===== config.mk =====
export PLATFORM = sky130hd
export DESIGN_NAME = fp_addsub_pipe
export DESIGN_NICKNAME = d
export VERILOG_FILES = /design/src/rtl/fp_pkg.sv /design/src/rtl/fp_lzc.sv /design/src/rtl/fp_addsub_pipe.sv
export SDC_FILE = /design/constraint.sdc
export NUM_CORES = 1
export LEC_CHECK = 0
export ABC_AREA = 1
export BUFFER_PORTS_ARGS = -buffer_cell sky130_fd_sc_hd__buf_4
export CAP_MARGIN = 10
export CORE_UTILIZATION = 30
export CTS_BUF_LIST = sky130_fd_sc_hd__clkbuf_2
export DETAILED_ROUTE_END_ITERATION = 16
export HOLD_SLACK_MARGIN = 0.08
export PLACE_DENSITY = 0.44
export SETUP_SLACK_MARGIN = 0.4
export SYNTH_ARGS = -nofsm -noshare
export SYNTH_HDL_FRONTEND = slang
export SYNTH_HIERARCHICAL = 1
export SYNTH_SLANG_ARGS = --single-unit

===== constraint.sdc =====
create_clock -name clk -period 5.9 [get_ports clk]
set_clock_uncertainty 0.15 [all_clocks]
set_input_delay 0.295 -clock clk [delete_from_list [all_inputs] [get_ports clk]]
set_output_delay 0.295 -clock clk [all_outputs]
set_load 0.05 [all_outputs]

===== src/rtl/fp_pkg.sv =====
// Shared floating-point constants and the unpacked-operand view used by the
// add/sub pipeline and its bench.
package fp_pkg;

  localparam int FP_EXP_W = 8;
  localparam int FP_MAN_W = 23;
  localparam int FP_BIAS  = (1 << (FP_EXP_W - 1)) - 1;

  // Canonical quiet NaN at the default widths.
  localparam logic [FP_EXP_W+FP_MAN_W:0] FP_QNAN =
    {1'b0, {FP_EXP_W{1'b1}}, 1'b1, {(FP_MAN_W-1){1'b0}}};

  typedef struct packed {
    logic                sign;
    logic [FP_EXP_W-1:0] exp;
    logic [FP_MAN_W-1:0] mant;
  } fp_unpacked_t;

  function automatic fp_unpacked_t fp_unpack(input logic [FP_EXP_W+FP_MAN_W:0] w);
    return fp_unpacked_t'(w);
  endfunction

endpackage


===== src/rtl/fp_lzc.sv =====
// Leading-zero counter; an all-zero input reports W_IN.
module fp_lzc #(
  parameter int W_IN = 27,
  parameter int CW   = $clog2(W_IN + 1)
) (
  input  logic [W_IN-1:0] din,
  output logic [CW-1:0]   cnt
);

  // Later (higher) set bits overwrite earlier ones, leaving the MSB's count.
  always_comb begin
    cnt = CW'(W_IN);
    for (int i = 0; i < W_IN; i++) begin
      if (din[i]) cnt = CW'(W_IN - 1 - i);
    end
  end

endmodule


===== src/rtl/fp_addsub_pipe.sv =====
// Three-stage IEEE-754-style adder/subtractor: align, add, normalise/round.
// Handshake: a beat moves on valid && ready; the whole pipe freezes while out_valid && !out_ready.
module fp_addsub_pipe
  import fp_pkg::*;
#(
  parameter int EXP_W = FP_EXP_W,
  parameter int MAN_W = FP_MAN_W
) (
  input  logic                   clk,
  input  logic                   rstn,
  input  logic                   in_valid,
  output logic                   in_ready,
  input  logic [EXP_W+MAN_W:0]   in0,
  input  logic [EXP_W+MAN_W:0]   in1,
  input  logic                   op,
  output logic                   out_valid,
  input  logic                   out_ready,
  output logic [EXP_W+MAN_W:0]   out,
  output logic [2:0]             flags
);

  localparam int W   = 1 + EXP_W + MAN_W;
  localparam int FW  = MAN_W + 4;
  localparam int LZW = $clog2(FW + 1);
  localparam logic [EXP_W-1:0]   EXP_ONES = '1;
  localparam logic [W-1:0]       QNAN     = {1'b0, EXP_ONES, 1'b1, {(MAN_W-1){1'b0}}};
  localparam logic signed [EXP_W+1:0] EXP_TOP = {2'b00, EXP_ONES};

  typedef struct packed {
    logic             spec;
    logic [W-1:0]     spec_word;
    logic             spec_inv;
    logic             sign;
    logic             zsign;
    logic             sub;
    logic [EXP_W-1:0] exp;
    logic [FW-1:0]    big;
    logic [FW-1:0]    sml;
  } s1_t;

  typedef struct packed {
    logic             spec;
    logic [W-1:0]     spec_word;
    logic             spec_inv;
    logic             sign;
    logic             zsign;
    logic [EXP_W-1:0] exp;
    logic [FW:0]      sum;
  } s2_t;

  s1_t s1_d, s1_q;
  s2_t s2_d, s2_q;
  logic v1_d, v1_q, v2_d, v2_q, out_valid_d, out_valid_q;
  logic [W-1:0] out_d, out_q;
  logic [2:0]   flags_d, flags_q;
  logic en;

  assign en        = !(out_valid_q && !out_ready);
  assign in_ready  = en;
  assign out_valid = out_valid_q;
  assign out       = out_q;
  assign flags     = flags_q;

  // ---------------- S1: unpack, classify, swap, align ----------------
  logic             a_s, b_s, a_zero, b_zero, a_nan, b_nan, a_snan, b_snan, a_inf, b_inf, swap;
  logic [EXP_W-1:0] a_e, b_e, big_e, sml_e, diff;
  logic [MAN_W-1:0] a_m, b_m;
  logic [FW-1:0]    a_f, b_f, big_f, sml_f, sml_al;

  always_comb begin
    a_s    = in0[W-1];
    a_e    = in0[W-2:MAN_W];
    a_m    = in0[MAN_W-1:0];
    b_s    = in1[W-1] ^ op;
    b_e    = in1[W-2:MAN_W];
    b_m    = in1[MAN_W-1:0];
    a_zero = (a_e == '0);
    b_zero = (b_e == '0);
    a_nan  = (a_e == EXP_ONES) && (a_m != '0);
    b_nan  = (b_e == EXP_ONES) && (b_m != '0);
    a_snan = a_nan && !a_m[MAN_W-1];
    b_snan = b_nan && !b_m[MAN_W-1];
    a_inf  = (a_e == EXP_ONES) && (a_m == '0);
    b_inf  = (b_e == EXP_ONES) && (b_m == '0);
    // Subnormals are flushed: no hidden bit and no fraction.
    a_f    = a_zero ? '0 : {1'b1, a_m, 3'b000};
    b_f    = b_zero ? '0 : {1'b1, b_m, 3'b000};
    swap   = {b_e, b_f} > {a_e, a_f};
    big_e  = swap ? b_e : a_e;
    sml_e  = swap ? a_e : b_e;
    big_f  = swap ? b_f : a_f;
    sml_f  = swap ? a_f : b_f;
    diff   = big_e - sml_e;
    if (32'(diff) >= MAN_W + 3) begin
      sml_al = {{(FW-1){1'b0}}, |sml_f};
    end else begin
      sml_al = (sml_f >> diff) | {{(FW-1){1'b0}}, |(sml_f & ~({FW{1'b1}} << diff))};
    end

    s1_d           = '0;
    s1_d.sign      = swap ? b_s : a_s;
    s1_d.zsign     = a_s & b_s;
    s1_d.sub       = a_s ^ b_s;
    s1_d.exp       = big_e;
    s1_d.big       = big_f;
    s1_d.sml       = sml_al;
    if (a_nan || b_nan) begin
      s1_d.spec      = 1'b1;
      s1_d.spec_word = QNAN;
      s1_d.spec_inv  = a_snan || b_snan;
    end else if (a_inf && b_inf) begin
      s1_d.spec      = 1'b1;
      s1_d.spec_word = (a_s != b_s) ? QNAN : {a_s, EXP_ONES, {MAN_W{1'b0}}};
      s1_d.spec_inv  = (a_s != b_s);
    end else if (a_inf || b_inf) begin
      s1_d.spec      = 1'b1;
      s1_d.spec_word = {a_inf ? a_s : b_s, EXP_ONES, {MAN_W{1'b0}}};
    end
  end

  // ---------------- S2: magnitude add / subtract ----------------
  always_comb begin
    s2_d           = '0;
    s2_d.spec      = s1_q.spec;
    s2_d.spec_word = s1_q.spec_word;
    s2_d.spec_inv  = s1_q.spec_inv;
    s2_d.sign      = s1_q.sign;
    s2_d.zsign     = s1_q.zsign;
    s2_d.exp       = s1_q.exp;
    s2_d.sum       = s1_q.sub ? ({1'b0, s1_q.big} - {1'b0, s1_q.sml})
                              : ({1'b0, s1_q.big} + {1'b0, s1_q.sml});
  end

  // ---------------- S3: normalise, round, pack ----------------
  logic [LZW-1:0]   lz;
  logic [FW-1:0]    nm;
  logic [EXP_W+1:0] ne, re;
  logic [MAN_W+1:0] mr;
  logic [MAN_W-1:0] frac;
  logic             round_up;
  logic [W-1:0]     res;
  logic [2:0]       res_flags;

  fp_lzc #(.W_IN(FW), .CW(LZW)) u_lzc (
    .din (s2_q.sum[FW-1:0]),
    .cnt (lz)
  );

  always_comb begin
    if (s2_q.sum[FW]) begin
      nm = {s2_q.sum[FW:2], s2_q.sum[1] | s2_q.sum[0]};
      ne = {2'b00, s2_q.exp} + {{(EXP_W+1){1'b0}}, 1'b1};
    end else begin
      nm = s2_q.sum[FW-1:0] << lz;
      ne = {2'b00, s2_q.exp} - {{(EXP_W+2-LZW){1'b0}}, lz};
    end
    // Round to nearest even on guard/round/sticky.
    round_up = nm[2] & (nm[1] | nm[0] | nm[3]);
    mr       = {1'b0, nm[FW-1:3]} + {{(MAN_W+1){1'b0}}, round_up};
    if (mr[MAN_W+1]) begin
      re   = ne + {{(EXP_W+1){1'b0}}, 1'b1};
      frac = mr[MAN_W:1];
    end else begin
      re   = ne;
      frac = mr[MAN_W-1:0];
    end

    res       = {s2_q.sign, re[EXP_W-1:0], frac};
    res_flags = 3'b000;
    if (s2_q.spec) begin
      res       = s2_q.spec_word;
      res_flags = {s2_q.spec_inv, 2'b00};
    end else if (s2_q.sum == '0) begin
      res = {s2_q.zsign, {(W-1){1'b0}}};
    end else if ($signed(re) <= 0) begin
      res       = {s2_q.sign, {(W-1){1'b0}}};
      res_flags = 3'b001;
    end else if ($signed(re) >= EXP_TOP) begin
      res       = {s2_q.sign, EXP_ONES, {MAN_W{1'b0}}};
      res_flags = 3'b010;
    end
  end

  // ---------------- control and output registers ----------------
  always_comb begin
    v1_d        = v1_q;
    v2_d        = v2_q;
    out_valid_d = out_valid_q;
    out_d       = out_q;
    flags_d     = flags_q;
    if (en) begin
      v1_d        = in_valid;
      v2_d        = v1_q;
      out_valid_d = v2_q;
      if (v2_q) begin
        out_d   = res;
        flags_d = res_flags;
      end
    end
  end

  always_ff @(posedge clk or negedge rstn) begin
    if (!rstn) begin
      v1_q        <= 1'b0;
      v2_q        <= 1'b0;
      out_valid_q <= 1'b0;
      out_q       <= '0;
      flags_q     <= '0;
    end else begin
      v1_q        <= v1_d;
      v2_q        <= v2_d;
      out_valid_q <= out_valid_d;
      out_q       <= out_d;
      flags_q     <= flags_d;
    end
  end

  always_ff @(posedge clk) begin
    if (en) begin
      s1_q <= s1_d;
      s2_q <= s2_d;
    end
  end

endmodule


* Word-level counts from Yosys, hierarchy flattened
Index checks and enable logic that the tools add are counted.
** Word-level totals
- Input bits :: 69
- Logic and storage cells :: 130
- Bits in registers :: 209
- Output and inout port bits :: 37
** Operators by class
- Equal/unequal tests :: 3
- Bitwise operators :: 11
- $add $sub $neg :: 7
- Multiplexer cells :: 54
- Reductions and logical operators :: 26
- $lt $le $gt $ge :: 4
- Shifts and indexed selects :: 3
** Operators by type and width (number)
- 27-bit two-way mux :: 5
- 32-bit two-way mux :: 4
- 5-bit two-way mux :: 16
- 31-bit two-way mux :: 2
- 27-bit OR reduction :: 2
- 23-bit zero test :: 2
- 23-bit nonzero test :: 2
- 35-bit > comparator :: 1
- 33-bit two-way mux :: 1
- 4-bit two-way mux :: 8
- 27-bit by 27-bit adder with 28-bit output :: 1
- 28-bit zero test :: 1
- 28-bit two-way mux :: 1
- 27-bit by 27-bit subtractor with 28-bit output :: 1
- 27-bit AND :: 1
- 27-bit inverter :: 1
- 27-bit by 1-bit bitwise OR with 27-bit output :: 1
- 27-bit by 5-bit left shift with 27-bit output :: 1
- 27-bit by 8-bit left shift with 27-bit output (first input constant) :: 1
- 27-bit by 8-bit right shift with 27-bit output :: 1
- 24-bit by 1-bit adder with 25-bit output :: 1
- 23-bit two-way mux :: 1
- 10-bit two-way mux :: 2
- 8-bit equality test (second input constant) :: 2
- other kinds (22) :: 49

* Depth between registers and ports, before layout
Gate-level depths: netlist of run 1.
- Depth in word-level cells :: 39
- Depth in mapped cells :: 55
- Depth with buffers taken out :: 51

* Cells and area by module
The synthesis of run 1 kept the hierarchy.
** By module, submodules not included
- fp_addsub_pipe :: instances 1, area an instance 14104.8 µm², cells an instance 2065, seq. area each 4194.0 µm²
- fp_lzc :: instances 1, area an instance 352.8 µm², cells an instance 80, seq. area each 0.0 µm²

* Least setup slack after synthesis of run 1
No wires, ideal clock.
- Path type :: register -> register
- Start :: register s2_q[1] in the netlist's numbering
- End :: register out_q[9], in the netlist out[9]
- Buffers on the path :: 3
- Clock period less this slack :: 4.689 ns
- Stages on the path, launching flop included :: 37
- Slack :: 1.211 ns
- Data required time :: 5.627 ns
- Arrival :: 4.416 ns
- Library setup time :: 0.123 ns
- Cell sequence :: edfxtp_1 o21ai_0 nand3_1 nand3_1 nand3_1 nand2_1 nand2_1 nand2_1 nand2_1 nand3_1 nand3_1 a311oi_1 inv_2 buf_6 buf_4 ha_1 nand2_1 nor2_1 o21ai_0 inv_1 o21ai_0 nand2_1 nand2_1 nand2_1 xor2_1 nand2_1 nor3_1 a21oi_1 o21bai_1 nand2_1 nor2_1 nand3_2 nand2_4 inv_2 nand3_4 buf_12 o21ai_2
** Between the ends
- Word-level cells in the longest chain between the ends :: 38
- Elaborated cells on any way between the ends :: 45
- Classes of those cells :: add/sub (3); order compare (2); shift (1); mux (34); bitwise (4); reduce/logical (1)
** RTL lines
- start, declared :: line fp_addsub_pipe.sv:52 : s2_t s2_d, s2_q;
- start signal, assigned :: line fp_addsub_pipe.sv:221 : s2_q <= s2_d;
- 2-bit two-way mux (*) (2 in series) :: line fp_lzc.sv:14 : if (din[i]) cnt = CW'(W_IN - 1 - i);
- 4-bit two-way mux (*) (8 in series) :: line fp_lzc.sv:14
- 5-bit two-way mux (*) (16 in series) :: line fp_lzc.sv:14
- named net lz[1] :: line fp_addsub_pipe.sv:135 : logic [LZW-1:0] lz;
- 27-bit by 5-bit left shift with 27-bit output :: line fp_addsub_pipe.sv:154 : nm = s2_q.sum[FW-1:0] << lz;
- 27-bit two-way mux :: line fp_addsub_pipe.sv:150 : if (s2_q.sum[FW]) begin
- 1-bit bitwise OR (2 in series) :: line fp_addsub_pipe.sv:158 : round_up = nm[2] & (nm[1] | nm[0] | nm[3]);
- 1-bit AND :: line fp_addsub_pipe.sv:158
- 24-bit by 1-bit adder with 25-bit output :: line fp_addsub_pipe.sv:159 : mr = {1'b0, nm[FW-1:3]} + {{(MAN_W+1){1'b0}}, round_up};
- 10-bit two-way mux :: line fp_addsub_pipe.sv:160 : if (mr[MAN_W+1]) begin
- 10-bit by 9-bit greater-or-equal comparator with 1-bit output :: line fp_addsub_pipe.sv:178 : end else if ($signed(re) >= EXP_TOP) begin
- 31-bit two-way mux :: line fp_addsub_pipe.sv:178
- 31-bit two-way mux (*) :: line fp_addsub_pipe.sv:175 : end else if ($signed(re) <= 0) begin
- 32-bit two-way mux (*) :: line fp_addsub_pipe.sv:173 : end else if (s2_q.sum == '0) begin
- 32-bit two-way mux (*) :: line fp_addsub_pipe.sv:170 : if (s2_q.spec) begin
- end signal, assigned :: line fp_addsub_pipe.sv:213 : out_q <= out_d;
- end, declared :: line fp_addsub_pipe.sv:54 : logic [W-1:0] out_d, out_q;
Mark *: on every way through the listed nets, which the timed path passes. The rest lies on a longest branch.
A chain may end at the register's enable or synchronous reset.

* Worst setup path in the final report of run 1
- Start :: register s2_q[1] in the netlist's numbering
- End :: register out_q[14], in the netlist out[14]
Same word-level chain as after synthesis.

==> flow_summary.ini, run 1 <==
[logic_synthesis]
synthesis.nets = 2282
synth-edff-count = 108
ys_types = 69
synth_seq_cells = 146
syn_area_per_cell_um2 = 6.74
synth-simple-area-share = 0.335
synth_top_family_by_area = simple AND/OR/NAND/NOR gates
postSynthCellCount = 2145
synth-seq-area-share = 0.290
dominantRegCellSynth = edfxtp_1
post-synth-top-count-cell = nand2_1
synth_xor_area_frac = 0.0520
synthArstFlopShare = 0.260
synth_fa_ha_area_frac = 0.0594
synth_top_cell_by_area = edfxtp_1
post_synth_instance_area_um2 = 14500
synth-warning-count = 6
synth_mux_area_frac = 0.00502
synth_top_area_share = 0.224
most_numerous_cell_types_in_the_synthesized_netlist = nand2_1 (642), inv_1 (268), nor2_1 (189), nand3_1 (170), edfxtp_1 (108)
synth_compound_area_frac = 0.151
synth_area_leaders = edfxtp_1 (22%), nand2_1 (17%), inv_1 (7.0%)

[layout]
area_growth_syn_to_layout_pct = 24.7
post_route_cells_drive_above_1_share = 0.170
fin_nets = 2518
fillCellCount = 5172

[die]
die-width_um = 222
ios = 106
initial_utilization = 0.303
fp.dieArea_um2 = 49100
core_um2 = 47600
num_rows = 80
die-height_um = 222

[sta]
report.final.slew_viol_count = 0
worst_slew_pin_slew_ns = 0.982
slew_headroom = 0.339
max_freq_mhz = 192
grt_setup_unrepaired = yes
finalHoldViolations = 0
setup_violations = 0
fin_tns_setup_ns = 0
timing.final.crit_share = 0.884
post-route-min-period_ns = 5.22

[power_and_ir_drop]
power-per-cell-area_nw_per_um2 = 491
leakage_nw = 8.63
vdd_ir_drop_max_mv = 0.151
clock_power_share = 0.074
totalPowerFinal_mw = 8.86
comb_power_share = 0.714
switching_share = 0.528
p_seq_frac = 0.212
power_report.internal_total_mw = 4.18
power_switching_mw = 4.68

[routing]
detail_route.drc_violations = 0
detail_route.vias_per_cell = 4.93
initialDrtViolationCount = 814
aggregate_routed_wire_length_um = 49300
first_pass_iters = 5
route.vias.total = 14800
detail_route.wl_per_cell_um = 16.4
drt.antenna.violating_nets = 0

[worst_setup_path]
end_kind = flip-flop
timing.critical_path.required_ns = 6.46
worst_setup_path_start_kind = flip-flop
critPathTopFamily = simple AND/OR/NAND/NOR gates
worst_path_most_repeated_cell = nand2_1
cp_data_arrival_time_ns = 5.78
critPathSlowestCell = edfxtp_1
worstPathBufferInverterCount = 8
crit_fanout = 6
path_class = reg2reg
critical_path.max_stage_delay_ns = 0.45

[cts]
clkTransAtPathRegs_ns = 0.25
cts_root_buf = clkbuf_2
max-clock-path-buffers = 2
cts_htree_levels = 4
cts_tree = done
number_of_clock_buffers_inserted_by_tritoncts = 17
clock_sinks = 146
clk_latency_ns = 0.83

[placement]
numPortBuffers = 105
gp_congestion = 0.887
dp_hpwl_um = 39200

[global_route]
gr-usage-all-layers = 0.196
remaining_global_route_overflow = 0
antenna_found_initial = 1
grt_max_degree = 74
grt_first_pass_wirelength_um = 76300
first_global_vias = 14300

[run]
max_cap_viol_count = 0

[outcome]
status = finished, final reports clean

[hold_path]
holdCritPathClass = in2reg
layout by cell type (no fill, tap or decap), types with 6 or more instances in the layout:
cell           netlist  final
xnor2_1             35     33
dfrtp_1             38     38
dlygate4sd3_1        0     90
nor2_1             189    183
nor2_2               5      7
ha_1                67     65
o21ai_0             78     73
nand3_1            170    168
o21ai_1             38     31
nand4_1             25     25
clkbuf_2             0     18
o21ai_2             41     46
nor3_2               2      6
nand2_4              2      7
nand3_2              6      7
a21oi_1             86     84
inv_1              268    263
nand2_2              7     16
inv_2               14     14
nor4_1              21     21
nand2_1            642    628
a31oi_1              9      9
o22ai_1             48     46
o211ai_1            13     13
buf_12               2      7
nor2_4               6     10
o21ai_4              1      8
edfxtp_1           108    108
nor3_1              23     19
o21bai_1             7      6
or2_2                9      9
buf_4                5    189
xor2_1              49     49
layout make-up:
cell class,count,area (um2),share of cell area
Sequential cell,146,4190,0.233
Inverter,286,1110,0.0615
Clock buffer,18,90.1,0.00500
Multi-Input combinational cell,1637,9080,0.504
Antenna cell,1,2.50,0.000139
Clock inverter,14,179,0.00993
Timing Repair Buffer,293,2600,0.144
Tap cell,615,769,0.0427
registers in the layout (all words and copies together) (netlist names):
name,count
v2_q,1
s2_q,42
s1_q,66
flags,3
out,32
v1_q,1
out_valid,1
metal layers:
layer  vias up  wire [um]  GRT usage
li1       7551          -          -
met1      6937      21000      0.230
met2       280      25800      0.369
met3        65       1170     0.0213
met4         0       1340     0.0659
met5         -          0          0
through the flow:
step                      setup slack [ns]  hold slack, ns   util  cells  cell area (um2)
final                                0.684           0.196  0.378   3010            18000
after global routing                 0.219           0.179  0.378   3010            18000
after CTS                            0.435          0.0903  0.364   2972            17300
after detailed placement             0.184           0.143  0.337   2842            16100
after global placement               0.229           0.139  0.337   2842            16100
after floorplan                       1.21          -0.151      -   2145            14500
worst paths after layout:
kind | start | to | slack, ns | depth (start not counted)
max | s2_q[1]$_DFFE_PN_ | out[14]$_DFFE_PN0P_ | 0.68 | 51
min | in0[12] | s1_q[0]$_DFFE_PN_ | 0.20 | 9
max reg2reg | s2_q[1]$_DFFE_PN_ | out[14]$_DFFE_PN0P_ | 0.68 | 51
min reg2reg | s1_q[58]$_DFFE_PN_ | s2_q[32]$_DFFE_PN_ | 0.29 | 0
max in group asynchronous | rstn | out[8]$_DFFE_PN0P_ | 5.06 | 4
min in group asynchronous | rstn | out[15]$_DFFE_PN0P_ | 0.29 | 4
worst reg2reg max path: cells and delay by family, from the launching register on:
| kind | cells | cell delay (ns) |
|---|---|---|
| compound gates | 6 | 0.60 |
| buf+inv | 8 | 0.86 |
| flops | 1 | 0.45 |
| simple gates | 37 | 3.06 |
logic make-up after synthesis:
logic type	Yosys count
adders and majority gates	68
xor gates and xnor gates	85
and+or+nand+nor	1125
DFF	146
muxes	6
buffers and inverters	365
AOI/OAI and AO/OA	350
repair_timing:
item / in CTS / in global routing
buffers inserted: 5 / 31
gates cloned: 2 / 6
hold buffers: 91 / 0
gates resized for setup: 1 / 87
hold endpoints to repair: 90 / 0
setup endpoints to repair: 32 / 44
pin swaps: 3 / 34
power groups by stage:
stage          Clock (mW)  Combinational [mW]  Sequential, mW
3_5_place_dp            0                5.64            1.91
6_report            0.656                6.33            1.88
2_1_floorplan           0                3.98            2.14
4_1_cts             0.694                5.80            1.89
3_3_place_gp            0                5.66            1.90
5_1_grt             0.732                7.00            1.93
(Power assumes the default switching activity.)
==> inputs of run 2 (changes only) <==
==> constraint.sdc (replaced) <==
create_clock -name clk -period 5.9 [get_ports clk]
set_clock_uncertainty 0.15 [all_clocks]
set_input_delay 0 -clock clk [delete_from_list [all_inputs] [get_ports clk]]
set_output_delay 0 -clock clk [all_outputs]
set_load 0.05 [all_outputs]
==> flow_summary.ini, run 2 (synthesized netlist as in run 1, its figures left out) <==
[die]
core_um2 = 47600
die-height_um = 222
num_rows = 80
fp.dieArea_um2 = 49100
ios = 106
initial_utilization = 0.303
die-width_um = 222

[worst_setup_path]
critPathSlowestCell = dlygate4sd3_1
reg2reg_setup_slack_ns = 0.74
path_class = in2reg
cp_data_arrival_time_ns = 5.61
timing.critical_path.required_ns = 6.30
crit_fanout = 27
worst_path_most_repeated_cell = nand2_1
worst_setup_path_start_kind = primary input
critical_path.max_stage_delay_ns = 0.57
end_kind = flip-flop

[cts]
cts_tree = done
cts_root_buf = clkbuf_2
clk_latency_ns = 0.84
clkTransAtPathRegs_ns = 0.23
max-clock-path-buffers = 2
cts_htree_levels = 4
clock_sinks = 146
number_of_clock_buffers_inserted_by_tritoncts = 17

[power_and_ir_drop]
vdd_ir_drop_max_mv = 0.180
power-per-cell-area_nw_per_um2 = 470
leakage_nw = 8.95
totalPowerFinal_mw = 8.77

[routing]
initialDrtViolationCount = 890
detail_route.wl_per_cell_um = 16.1
route.vias.total = 15100
aggregate_routed_wire_length_um = 49900
drt.antenna.violating_nets = 0
first_pass_iters = 6
detail_route.vias_per_cell = 4.89
detail_route.drc_violations = 0

[placement]
dp_hpwl_um = 39600
gp_congestion = 0.937
dp_slack_ns = 0.293
numPortBuffers = 105

[sta]
fin_ws_ns = 0.687
fin_tns_setup_ns = 0
report.final.slew_viol_count = 0
timing.final.crit_share = 0.884
post-route-min-period_ns = 5.21
slew_headroom = 0.328
hold_slack_ns = 0.175
grt_setup_unrepaired = yes
finalHoldViolations = 0
worst_slew_pin_slew_ns = 0.999
max_freq_mhz = 192
setup_violations = 0

[global_route]
grt_max_degree = 78
antenna_found_initial = 2
first_global_vias = 14900
gr-usage-all-layers = 0.200
remaining_global_route_overflow = 0
grt_first_pass_wirelength_um = 78200

[layout]
fillCellCount = 5045
top_register = s1_q
largest_register_ffs = 66
area_growth_syn_to_layout_pct = 29.1
commonest_non_fill_non_tap_cell_in_the_layout = nand2_1
layout_common_cells = nand2_1 (636), inv_1 (265), buf_4 (209)
area.sequential_um2 = 4190
fin_nets = 2603
post_route_cells_drive_above_1_share = 0.168
postLayoutCoreUtil = 0.392
multi_input_comb_area_um2 = 8990

[run]
max_cap_viol_count = 0

[outcome]
status = finished, final reports clean

[hold_path]
holdCritPathClass = in2reg
run 2: changes by cell type in the layout (fill, tap and decap cells not counted), sizes merged:
cell | previous run | this run
diode | 1 | 2
clkinvlp | 5 | 2
clkinv | 5 | 7
dlygate4sd3 | 90 | 159
buf | 199 | 219
clkbuf | 22 | 19
a21oi | 92 | 90
bufinv | 4 | 2
inv | 286 | 289
run 2: path summary, 6_finish.rpt:
kind	to	from	cells after the start
worst min-delay path	s1_q[6]$_SDFFCE_PP0N_	in0[14]	9
min in group asynchronous	out[12]$_DFFE_PN0P_	rstn	5
worst max-delay path	s1_q[0]$_DFFE_PN_	in1[25]	35
worst max register to register	out[0]$_DFFE_PN0P_	s2_q[1]$_DFFE_PN_	47
worst min register to register	s2_q[33]$_DFFE_PN_	s1_q[59]$_DFFE_PN_	0
max in group asynchronous	out[22]$_DFFE_PN0P_	rstn	5
run 2: cell type report:
cell class | instances | area share
clock buffers | 17 | 0.00456
diodes | 2 | 0.000268
repair buffers | 380 | 0.181
flip-flops and latches | 146 | 0.225
clock inverters | 14 | 0.00798
inverters | 286 | 0.0588
multi-input cells | 1635 | 0.482
well taps | 615 | 0.0412
run 2: layer usage:
metal  up-vias  GRT usage  routed length (um)
li1       7725          -                   -
met1      7038      0.236               21300
met2       295      0.380               26200
met3        68     0.0144                1120
met4         0     0.0685                1330
met5         -          0                   0
run 2: stage by stage:
step | instances | cell area (um2)
5_1_grt | 3095 | 18700
6_report | 3095 | 18700
3_3_place_gp | 2872 | 16300
3_5_place_dp | 2872 | 16300
2_1_floorplan | 2145 | 14500
4_1_cts | 3066 | 18200
run 2: critical path, delay by kind of cell:
kind / cells / cell delay, ns
fa+ha+maj: 2 / 0.52
buf+inv: 8 / 2.02
compound gates: 1 / 0.14
simple gates: 24 / 2.89
run 2: timing repair:
item / CTS / global route
hold buffers: 161 / 0
gates cloned: 0 / 3
setup buffers: 2 / 25
gates resized for setup: 1 / 63
pin swaps: 1 / 16
endpoints found under the hold margin: 149 / 0
endpoints found under the setup margin: 29 / 48
run 2: where the power goes:
group | internal, mW | switching, mW | leakage, nW
logic | 2.39 | 3.90 | 7.22
registers | 1.57 | 0.308 | 1.59
clock network | 0.167 | 0.431 | 0.137
total | 4.13 | 4.64 | 8.95
==> inputs of run 3 (changes only) <==
CELL_PAD_IN_SITES_DETAIL_PLACEMENT = 1   (was not set)
CELL_PAD_IN_SITES_GLOBAL_PLACEMENT = 2   (was not set)
MAX_ROUTING_LAYER = met4   (was not set)
PLACE_DENSITY = 0.82   (was 0.44)
==> flow_summary.ini, run 3 (synthesized netlist as in run 1, its figures left out) <==
[worst_setup_path]
critical_path.max_stage_delay_ns = 0.52
cp_data_arrival_time_ns = 5.81
path_class = reg2reg
worst_setup_path_start_kind = flip-flop
critPathSlowestCell = edfxtp_1
crit_fanout = 8
worst_path_most_repeated_cell = nand2_1
end_kind = flip-flop
timing.critical_path.required_ns = 6.46

[layout]
postLayoutCoreUtil = 0.398
post_route_cells_drive_above_1_share = 0.184
area_growth_syn_to_layout_pct = 31.2
layout_common_cells = nand2_1 (624), inv_1 (264), buf_4 (214)
fillCellCount = 6033
fin_nets = 2603
commonest_non_fill_non_tap_cell_in_the_layout = nand2_1
largest_register_ffs = 66
top_register = s1_q

[power_and_ir_drop]
vdd_ir_drop_max_mv = 0.180
switching_share = 0.534
leakage_nw = 9.04
power_switching_mw = 4.99
power_report.internal_total_mw = 4.35
clock_power_share = 0.074
power-per-cell-area_nw_per_um2 = 493
p_seq_frac = 0.203
comb_power_share = 0.723
totalPowerFinal_mw = 9.34

[routing]
aggregate_routed_wire_length_um = 55000
detail_route.wl_per_cell_um = 17.8
detail_route.drc_violations = 0
initialDrtViolationCount = 743
drt.antenna.violating_nets = 0
first_pass_iters = 5
route.vias.total = 15600
detail_route.vias_per_cell = 5.03

[global_route]
grt_first_pass_wirelength_um = 86700
first_global_vias = 16000
remaining_global_route_overflow = 0
antenna_found_initial = 1
grt_max_degree = 79
gr-usage-all-layers = 0.226

[sta]
report.final.slew_viol_count = 0
finalHoldViolations = 0
post-route-min-period_ns = 5.25
max_freq_mhz = 191
setup_violations = 0
slew_headroom = 0.333
grt_setup_unrepaired = yes
worst_slew_pin_slew_ns = 1.00
fin_tns_setup_ns = 0
timing.final.crit_share = 0.889

[placement]
gp_congestion = 0.911
numPortBuffers = 105
dp_hpwl_um = 42700

[die]
num_rows = 80
core_um2 = 47600
fp.dieArea_um2 = 49100
die-height_um = 222
ios = 106
initial_utilization = 0.303
die-width_um = 222

[cts]
cts_root_buf = clkbuf_2
cts_htree_levels = 4
cts_tree = done
max-clock-path-buffers = 2
clk_latency_ns = 0.82
number_of_clock_buffers_inserted_by_tritoncts = 17
clkTransAtPathRegs_ns = 0.24
clock_sinks = 146

[outcome]
status = finished, final reports clean

[run]
max_cap_viol_count = 0

[hold_path]
holdCritPathClass = in2reg
run 3: worst paths after layout:
path	depth (start not counted)	to	start	slack [ns]
max	48	out[9]$_DFFE_PN0P_	s2_q[5]$_DFFE_PN_	0.65
min	7	s1_q[0]$_DFFE_PN_	in1[28]	0.24
max reg2reg	48	out[9]$_DFFE_PN0P_	s2_q[5]$_DFFE_PN_	0.65
min reg2reg	0	s2_q[36]$_DFFE_PN_	s1_q[63]$_DFFE_PN_	0.26
max in group asynchronous	5	out[25]$_DFFE_PN0P_	rstn	4.77
min in group asynchronous	5	out[27]$_DFFE_PN0P_	rstn	0.60
run 3: area by class of cell:
class,count,area [um2],area share
Clock inverter,15,211,0.0111
Timing Repair Buffer,381,3450,0.182
Inverter,286,1110,0.0584
Clock buffer,17,85.1,0.00449
Sequential cell,146,4190,0.221
Antenna cell,1,2.50,0.000132
Multi-Input combinational cell,1634,9150,0.482
Tap cell,615,769,0.0406
run 3: power groups by stage:
stage                     sequential, mW  combinational [mW]  clock (mW)
after floorplan                     2.14                3.98           0
after global placement              1.91                5.82           0
after detailed placement            1.93                5.89           0
after CTS                           1.91                6.03       0.720
after global routing                1.94                7.39       0.751
final                               1.90                6.76       0.693
run 3: routing by layer:
layer | GRT usage | share of wire | wire (um) | vias up
met1 | 0.288 | 0.46 | 25500 | 7595
met3 | 0.0134 | 0.020 | 1080 | 50
met2 | 0.391 | 0.50 | 27500 | 201
met4 | 0.0558 | 0.017 | 918 | 0
li1 | - | - | - | 7709
met5 | - | 0 | 0 | -
run 3: timing repair:
action,CTS,global route
pin swaps,2,45
hold endpoints to repair,140,0
cloned,0,6
endpoints found under the setup margin,31,41
hold buffers,148,0
setup buffers,4,31
gates resized for setup,0,111
run 3: critical path, delay by kind of cell (launching register included):
kind                     cells  cell delay, ns
AO/OA/AOI/OAI                7            0.60
adder cells (fa/ha/maj)      1            0.18
buffers and inverters        8            1.02
flip-flops                   1            0.52
AND/OR/NAND/NOR             32            2.71
run 3: per-stage QoR:
stage	cell area, um2	cells	hold slack (ns)	setup WS (ns)
after global placement	16300	2873	-0.167	0.321
after detailed placement	16300	2873	-0.154	0.209
after floorplan	14500	2145	-0.446	1.21
final	19000	3095	0.237	0.652
after global routing	19000	3095	0.184	0.244
after CTS	18100	3057	0.122	0.440
